==> config.mk <==
export PLATFORM = sky130hd
export DESIGN_NAME = uart_rx_flat
export DESIGN_NICKNAME = d
export VERILOG_FILES = /design/src/rtl/uart_rx_if.sv /design/src/rtl/uart_rx.sv /design/src/flat_wrapper.sv
export SDC_FILE = /design/constraint.sdc
export NUM_CORES = 1
export LEC_CHECK = 0
export BUFFER_PORTS_ARGS = -buffer_cell sky130_fd_sc_hd__buf_4
export CORE_ASPECT_RATIO = 1.2
export CORE_MARGIN = 1
export CORE_UTILIZATION = 60
export DETAILED_ROUTE_END_ITERATION = 7
export PLACE_DENSITY = 0.84
export SYNTH_ARGS = -nofsm -noshare
export SYNTH_HDL_FRONTEND = slang
export SYNTH_SLANG_ARGS = --single-unit
==> constraint.sdc <==
create_clock -name clk -period 4.5 [get_ports clk]
set_input_delay 0.225 -clock clk [delete_from_list [all_inputs] [get_ports clk]]
set_output_delay 0.225 -clock clk [all_outputs]
set_load 0.02 [all_outputs]
==> src/rtl/uart_rx_if.sv <==
// Serial line, frame configuration and received-byte outputs of the UART receiver.
// The receiver uses the slave view; whatever drives the line and consumes bytes uses master.
interface uart_rx_if #(
  parameter int DATA_WIDTH = 8,
  parameter int PRESC_W    = 6
);
  logic                  rx_in;
  logic [PRESC_W-1:0]    prescale;
  logic                  par_en;
  logic                  par_typ;
  logic [DATA_WIDTH-1:0] p_data;
  logic                  data_valid;
  logic                  par_err;
  logic                  stp_err;
  logic                  busy;

  modport master (
    output rx_in, prescale, par_en, par_typ,
    input  p_data, data_valid, par_err, stp_err, busy
  );

  modport slave (
    input  rx_in, prescale, par_en, par_typ,
    output p_data, data_valid, par_err, stp_err, busy
  );
endinterface

==> src/rtl/uart_rx.sv <==
// Oversampling UART receiver: 2-flop synchronizer, 3-sample majority per bit,
// start/data/parity/stop FSM with parity and framing error pulses.
module uart_rx #(
  parameter int DATA_WIDTH = 8,
  parameter int PRESC_W    = 6
) (
  input  logic     clk,
  input  logic     rst,
  uart_rx_if.slave bus
);
  localparam int BIT_W = (DATA_WIDTH > 1) ? $clog2(DATA_WIDTH) : 1;

  typedef enum logic [2:0] {IDLE, START, DATA, PARITY, STOP} state_t;

  state_t                state_reg, state_next;
  logic                  rx_meta_reg, rx_s_reg;
  logic [PRESC_W-1:0]    edge_cnt_reg, edge_cnt_next;
  logic [BIT_W-1:0]      bit_cnt_reg, bit_cnt_next;
  logic [PRESC_W-1:0]    presc_reg, presc_next;
  logic                  par_en_reg, par_en_next;
  logic                  par_typ_reg, par_typ_next;
  logic [1:0]            samp_reg, samp_next;
  logic [DATA_WIDTH-1:0] shift_reg, shift_next;
  logic [DATA_WIDTH-1:0] p_data_reg, p_data_next;
  logic                  par_bad_reg, par_bad_next;
  logic                  stop_bad_reg, stop_bad_next;
  logic                  data_valid_reg, data_valid_next;
  logic                  par_err_reg, par_err_next;
  logic                  stp_err_reg, stp_err_next;

  logic [PRESC_W-1:0] half;
  logic at_s0, at_s1, at_dec, at_end, majority, start_det;

  // The line is asynchronous to clk; idle level is high so the flops reset to 1.
  always_ff @(posedge clk) begin
    if (rst) begin
      rx_meta_reg <= 1'b1;
      rx_s_reg    <= 1'b1;
    end else begin
      rx_meta_reg <= bus.rx_in;
      rx_s_reg    <= rx_meta_reg;
    end
  end

  assign half      = presc_reg >> 1;
  assign at_s0     = (edge_cnt_reg == half - PRESC_W'(1));
  assign at_s1     = (edge_cnt_reg == half);
  assign at_dec    = (edge_cnt_reg == half + PRESC_W'(1));
  assign at_end    = (edge_cnt_reg == presc_reg - PRESC_W'(1));
  // Third sample is the live synchronized value at the decision edge.
  assign majority  = (samp_reg[0] & samp_reg[1]) | (samp_reg[0] & rx_s_reg) | (samp_reg[1] & rx_s_reg);
  assign start_det = (state_reg == IDLE) && !rx_s_reg;

  always_comb begin
    state_next      = state_reg;
    edge_cnt_next   = at_end ? '0 : edge_cnt_reg + PRESC_W'(1);
    bit_cnt_next    = bit_cnt_reg;
    presc_next      = presc_reg;
    par_en_next     = par_en_reg;
    par_typ_next    = par_typ_reg;
    samp_next       = samp_reg;
    shift_next      = shift_reg;
    p_data_next     = p_data_reg;
    par_bad_next    = par_bad_reg;
    stop_bad_next   = stop_bad_reg;
    data_valid_next = 1'b0;
    par_err_next    = 1'b0;
    stp_err_next    = 1'b0;

    if (at_s0) samp_next[0] = rx_s_reg;
    if (at_s1) samp_next[1] = rx_s_reg;

    case (state_reg)
      IDLE: begin
        edge_cnt_next = '0;
        if (start_det) begin
          // The detection cycle is edge 0 of the start bit.
          state_next    = START;
          edge_cnt_next = PRESC_W'(1);
          bit_cnt_next  = '0;
          presc_next    = bus.prescale;
          par_en_next   = bus.par_en;
          par_typ_next  = bus.par_typ;
          par_bad_next  = 1'b0;
          stop_bad_next = 1'b0;
        end
      end
      START: begin
        if (at_dec && majority) begin
          state_next    = IDLE;
          edge_cnt_next = '0;
        end else if (at_end) begin
          state_next = DATA;
        end
      end
      DATA: begin
        if (at_dec) shift_next = {majority, shift_reg[DATA_WIDTH-1:1]};
        if (at_end) begin
          if (bit_cnt_reg == BIT_W'(DATA_WIDTH - 1)) begin
            bit_cnt_next = '0;
            state_next   = par_en_reg ? PARITY : STOP;
          end else begin
            bit_cnt_next = bit_cnt_reg + BIT_W'(1);
          end
        end
      end
      PARITY: begin
        if (at_dec) par_bad_next = ((^shift_reg) ^ par_typ_reg) != majority;
        if (at_end) state_next = STOP;
      end
      STOP: begin
        if (at_dec) stop_bad_next = !majority;
        if (at_end) begin
          state_next      = IDLE;
          data_valid_next = !par_bad_reg && !stop_bad_reg;
          par_err_next    = par_bad_reg;
          stp_err_next    = stop_bad_reg;
          if (!par_bad_reg && !stop_bad_reg) p_data_next = shift_reg;
        end
      end
      default: state_next = IDLE;
    endcase
  end

  always_ff @(posedge clk) begin
    if (rst) begin
      state_reg      <= IDLE;
      edge_cnt_reg   <= '0;
      bit_cnt_reg    <= '0;
      presc_reg      <= '0;
      par_en_reg     <= 1'b0;
      par_typ_reg    <= 1'b0;
      samp_reg       <= '0;
      shift_reg      <= '0;
      p_data_reg     <= '0;
      par_bad_reg    <= 1'b0;
      stop_bad_reg   <= 1'b0;
      data_valid_reg <= 1'b0;
      par_err_reg    <= 1'b0;
      stp_err_reg    <= 1'b0;
    end else begin
      state_reg      <= state_next;
      edge_cnt_reg   <= edge_cnt_next;
      bit_cnt_reg    <= bit_cnt_next;
      presc_reg      <= presc_next;
      par_en_reg     <= par_en_next;
      par_typ_reg    <= par_typ_next;
      samp_reg       <= samp_next;
      shift_reg      <= shift_next;
      p_data_reg     <= p_data_next;
      par_bad_reg    <= par_bad_next;
      stop_bad_reg   <= stop_bad_next;
      data_valid_reg <= data_valid_next;
      par_err_reg    <= par_err_next;
      stp_err_reg    <= stp_err_next;
    end
  end

  assign bus.p_data     = p_data_reg;
  assign bus.data_valid = data_valid_reg;
  assign bus.par_err    = par_err_reg;
  assign bus.stp_err    = stp_err_reg;
  // Busy covers the detection cycle too, so a frame keeps it high for exactly N*P clocks.
  assign bus.busy       = (state_reg != IDLE) || start_det;
endmodule

==> src/flat_wrapper.sv <==
// flat-port wrapper written by rule: the top's interface ports become plain ports
module uart_rx_flat 
#(
  parameter int DATA_WIDTH = 8,
  parameter int PRESC_W    = 6
)
  (clk, rst, bus_rx_in, bus_prescale, bus_par_en, bus_par_typ, bus_p_data, bus_data_valid, bus_par_err, bus_stp_err, bus_busy);
  uart_rx_if #(.DATA_WIDTH(DATA_WIDTH), .PRESC_W(PRESC_W)) bus_i ();
  input  logic clk;
  input  logic rst;
  input wire logic [$bits(bus_i.rx_in)-1:0] bus_rx_in;
  input wire logic [$bits(bus_i.prescale)-1:0] bus_prescale;
  input wire logic [$bits(bus_i.par_en)-1:0] bus_par_en;
  input wire logic [$bits(bus_i.par_typ)-1:0] bus_par_typ;
  output wire logic [$bits(bus_i.p_data)-1:0] bus_p_data;
  output wire logic [$bits(bus_i.data_valid)-1:0] bus_data_valid;
  output wire logic [$bits(bus_i.par_err)-1:0] bus_par_err;
  output wire logic [$bits(bus_i.stp_err)-1:0] bus_stp_err;
  output wire logic [$bits(bus_i.busy)-1:0] bus_busy;
  assign bus_i.rx_in = bus_rx_in;
  assign bus_i.prescale = bus_prescale;
  assign bus_i.par_en = bus_par_en;
  assign bus_i.par_typ = bus_par_typ;
  assign bus_p_data = bus_i.p_data;
  assign bus_data_valid = bus_i.data_valid;
  assign bus_par_err = bus_i.par_err;
  assign bus_stp_err = bus_i.stp_err;
  assign bus_busy = bus_i.busy;
  uart_rx #(.DATA_WIDTH(DATA_WIDTH), .PRESC_W(PRESC_W)) u_core (.clk(clk), .rst(rst), .bus(bus_i));
endmodule
# == After elaboration in Yosys (flattened, before gate mapping) ==
# Cells that the tools add are included.
# totals
reg_bits,45
input_bits,11
word_cells,92
# classes
addsub,5
n_eq_ne,18
mux,22
n_bitwise,8
reduce_logical,22
# ops
cell,count
two-way mux 3 bit,11
equality test 6 bit,3
case mux 3 bit (5 select lines),1
inequality test 2 x 1 -> 1 bit (second input constant),7
two-way mux 6 bit,2
case mux 6 bit (2 select lines),1
AND reduction 3 bit,4
parity 8 bit,1
adder 5 x 1 -> 6 bit (second input constant),1
adder 6 x 1 -> 6 bit (second input constant),1
equality test 3 x 2 -> 1 bit (second input constant),2
equality test 3 bit (second input constant),2
equality test 6 x 5 -> 1 bit,1
case mux 3 bit (2 select lines),1
AND reduction 6 bit,1
nonzero test 2 bit,3
subtractor 5 x 1 -> 6 bit (second input constant),1
subtractor 6 x 1 -> 6 bit (second input constant),1
zero test 1 bit,4
two-way mux 1 bit,4
case mux 1 bit (2 select lines),2
AND reduction 2 bit,2
adder 3 x 1 -> 3 bit (second input constant),1
bitwise AND 1 bit,3
other kinds (11),15

# == Logic depth before layout (Yosys ltp) ==
# logic_depth
word_depth,6
ltp_mapped,10
depth_no_buf,8

# == Worst setup path before layout ==
# Ideal clock, no wire load.
# synth_timing
path_kind,register to register
from,reg u_core.presc_reg[2]
to,reg u_core.shift_reg[0]
setup_ns,0.128
arrival_time_ns,2.518
setup_slack_ns,1.855
path_stages_with_launch,11
synth_period_minus_slack_ns,2.645
cell_sequence,dfxtp_1 > buf_2 > inv_1 > ha_1 > xnor2_1 > nand2b_1 > or4b_4 > buf_6 > nor4_4 > mux2i_1 > nor2_1
# synth_between
elab_chain_cells,3
# synth_rtl
item,line_no,rtl
start: declaration,uart_rx.sv:19,"logic [PRESC_W-1:0] presc_reg, presc_next;"
start signal: assignment,uart_rx.sv:145,presc_reg <= presc_next;
adder 5 x 1 -> 6 bit,uart_rx.sv:48,assign at_dec = (edge_cnt_reg == half + PRESC_W'(1));
equality test 6 bit,uart_rx.sv:48,
AND reduction 2 bit (no source line),n/a,
end signal: assignment,uart_rx.sv:149,shift_reg <= shift_next;
end: declaration,uart_rx.sv:23,"logic [DATA_WIDTH-1:0] shift_reg, shift_next;"
# Every way passes these cells.
# A chain may end at the register's enable or synchronous reset.

# == Worst setup path in the final report ==
# layout_timing
from,reg u_core.presc_reg[2]
to,reg u_core.shift_reg[3]
# Same word-level chain as after synthesis.

==> impl_metrics.csv <==
group,metric,value,unit
setup_path,crit_slowest_cell,"nor4_4",
grt,grt_overflow_total,0,
pwr,irDropWorstVdd,316,uV
pwr,powerDensity,371,mW/mm^2
setup_path,critPathTopFamily,"simple AND/OR/NAND/NOR gates",
place,dpl.hpwl,3.32,mm
timing,fmax,0.342,GHz
clock_tree,numCtsBuffers,5,
finish,design_area,0.00264,sq mm
finish,area_growth,10.9,%
clock_tree,cts_buffer_depth,2,
timing,worst_pin_slew,708,ps
routing,route.detailed.drc,0,
place,place_congestion,0.902,
timing,hold_viol,0,
hold_path,holdPathStages,2,
floorplan,io_pins,23,
finish,final_util,71.0,%
clock_tree,cts_setup_buffers,0,
finish,fin_nets,306,
grt,grt_usage,25.5,%
routing,dr.pass1.iters,4,
run_status,outcome,"completed",
grt,grt_pass1_vias,1752,
floorplan,fp.coreArea,0.00372,sq mm
routing,drtIter0Drc,93,
floorplan,die_h,71.0,um
timing,finalSetupTns,0,ps
synthesis,async_flop_share,0,%
timing,setup-violations-final,0,
synthesis,avgSynthCellArea,8.67,sq um
timing,min_period,2920,ps
clock_tree,cts.sinks,45,
clock_tree,cts-htree-levels,2,
clock_tree,clock_latency,310,ps
floorplan,num_rows,24,
synthesis,ys.flop_type,"dfxtp_1",
finish,n_fill_cell,298,
routing,vias,1913,
clock_tree,cts_resized,0,
setup_path,cp_max_fo,11,
run,cap_viol_max_count,0,
hold_path,whs_endpoint,"u_core.rx_meta_reg",
clock_tree,cts_tree,"done",
routing,vias_per_cell,5.61,
setup_path,reg2reg_depth,8,
floorplan,fp.dieW,59.5,um
setup_path,worstSetupEndpointType,"flip-flop",
setup_path,critPathBufInv,1,
setup_path,crit_chain,"inv_1 -> ha_1 -> xnor2_1 -> nand2b_1 -> or4b_4 -> nor4_4 -> mux2i_1 -> nor2_1",
routing,ant_nets,0,
synthesis,syn_nets,293,
setup_path,r2r-start,"u_core.presc_reg[2]",
synthesis,synth_cells,275,
hold_path,hold_class,"in2reg",
setup_path,rrSetupSlack,1580,ps
synthesis,synth_cell_type_count,45,
timing,fin_ws,1580,ps
clock_tree,clk_pin_slew,90,ps
timing,drv_slew,0,
synthesis,ys_warn_count,0,
timing,slew_headroom,52.6,%
timing,grt_setup_unrepaired,"false",
setup_path,criticalPathCategory,"reg2reg",
clock_tree,cts-root-buf,"clkbuf_8",
grt,antenna_found_initial,0,
setup_path,required,4680,ps
routing,routed_wl,4.85,mm
timing,post-route-period-util,65.0,%
synthesis,synth_edf_count,0,
synthesis,yosys_register_bits,45,
floorplan,die-area,0.00423,sq mm
place,port-buffer-count,22,
synthesis,ys_seq_area_share,37.8,%
routing,routedWlPerCell,14.2,um
setup_path,max_stage_delay,620,ps
place,dp_slack,1620,ps
setup_path,reg2reg_to,"u_core.shift_reg[3]",
synthesis,syn-cell-area,0.00238,sq mm
setup_path,start_kind,"flip-flop",
finish,antennaDiodeCount,0,
setup_path,critPathArrivalTime,3110,ps
finish,layout-drive-gt1-share,12.8,%
hold_path,worstHoldStart,"bus_rx_in",
grt,grt_start_max_net_pins,46,
floorplan,start_util,64.0,%
timing,skew,12.6,ps
grt,grt_pass1_wl,8.01,mm
place,place_area,0.00253,sq mm
clock_tree,cts_hold_buf,0,
pwr,p_leak,1.07,nW
## cell usage after synthesis, types with 3 or more instances
cell type | instances | area (sq um)
nand2_1 | 25 | 93.8
nand3_1 | 9 | 45.0
nor3b_1 | 4 | 30.0
o211ai_1 | 3 | 22.5
ha_1 | 7 | 87.6
inv_1 | 10 | 37.5
xnor2_1 | 19 | 166
mux2_1 | 3 | 33.8
a211o_1 | 3 | 26.3
nor3_1 | 9 | 45.0
nand2b_1 | 5 | 31.3
o21ai_0 | 5 | 25.0
a31oi_1 | 3 | 18.8
buf_2 | 3 | 15.0
and3_1 | 3 | 18.8
nor2_1 | 38 | 143
xor2_1 | 9 | 78.8
dfxtp_1 | 45 | 901
a21oi_1 | 13 | 65.1
mux2i_1 | 20 | 200
clkbuf_1 | 9 | 33.8
## power breakdown
part,switching [mW],total [mW],internal [mW]
logic,0.121,0.212,0.0911
registers,0.0331,0.448,0.415
clock network,0.152,0.321,0.169
total,0.306,0.982,0.676
## cell type report
type | instances | area, sq um | share of cell area [%]
Tap cell | 52 | 65.1 | 2.46
Clock buffer | 5 | 68.8 | 2.60
Multi-Input combinational cell | 204 | 1360 | 51.4
Clock inverter | 3 | 47.5 | 1.80
Timing Repair Buffer | 22 | 165 | 6.25
Inverter | 10 | 37.5 | 1.42
Sequential cell | 45 | 901 | 34.1
## placed cells by master, fill, tap and decap left out, types with 2 or more instances in the layout
cell type and count:
a211o_1 3, o211ai_1 3, nor3b_1 4, a31oi_1 3, buf_4 22, o31ai_1 2
inv_1 10, o21ai_0 5, mux2_1 3, and3_1 3, or2_2 2, mux2i_1 20
nand4_1 2, dfxtp_1 45, nand2_1 25, nor3_1 9, clkbuf_8 5, nand3_1 9
xor2_1 9, a21oi_1 13, nor4_1 2, xnor2_1 19, nand2b_1 5, inv_6 2
ha_1 7, nor2_1 38
## layer usage
metal,global-route usage (%),share of wire [%],up-vias
met1,30.1,44,896
met2,42.8,49,43
met4,12.7,3.3,0
li1,-,-,962
met3,5.48,3.4,12
met5,0,0,-
## stage by stage
step	std cells	power, mW	hold WS (ps)
after floorplan	275	0.626	329
after global placement	333	0.663	395
after detailed placement	333	0.666	403
after CTS	341	0.985	83.9
after global routing	341	1.03	83.2
final	341	0.982	90.7
## cells by family (layout without fill, tap and decap cells)
family,after synthesis,count (layout),share of synthesized area [%]
AOI/OAI and AO/OA,37,37,10.1
buffers and inverters,26,40,5.20
DFF,45,45,37.8
adders and majority gates,8,8,4.09
muxes,24,24,10.3
and+or+nand+nor,106,106,21.6
xor gates and xnor gates,29,29,11.0
## worst max path at each step
stage	cells past startpoint	end	startpoint	slack, ps
floorplan	10	u_core.shift_reg[0]	u_core.presc_reg[2]	1850
global placement	8	u_core.shift_reg[7]	u_core.presc_reg[2]	1700
global route	8	u_core.shift_reg[3]	u_core.presc_reg[2]	1410
finish	8	u_core.shift_reg[3]	u_core.presc_reg[2]	1580
CTS	8	u_core.shift_reg[3]	u_core.presc_reg[2]	1550
detailed placement	8	u_core.shift_reg[4]	u_core.presc_reg[2]	1620
(Power assumes the default switching activity.)
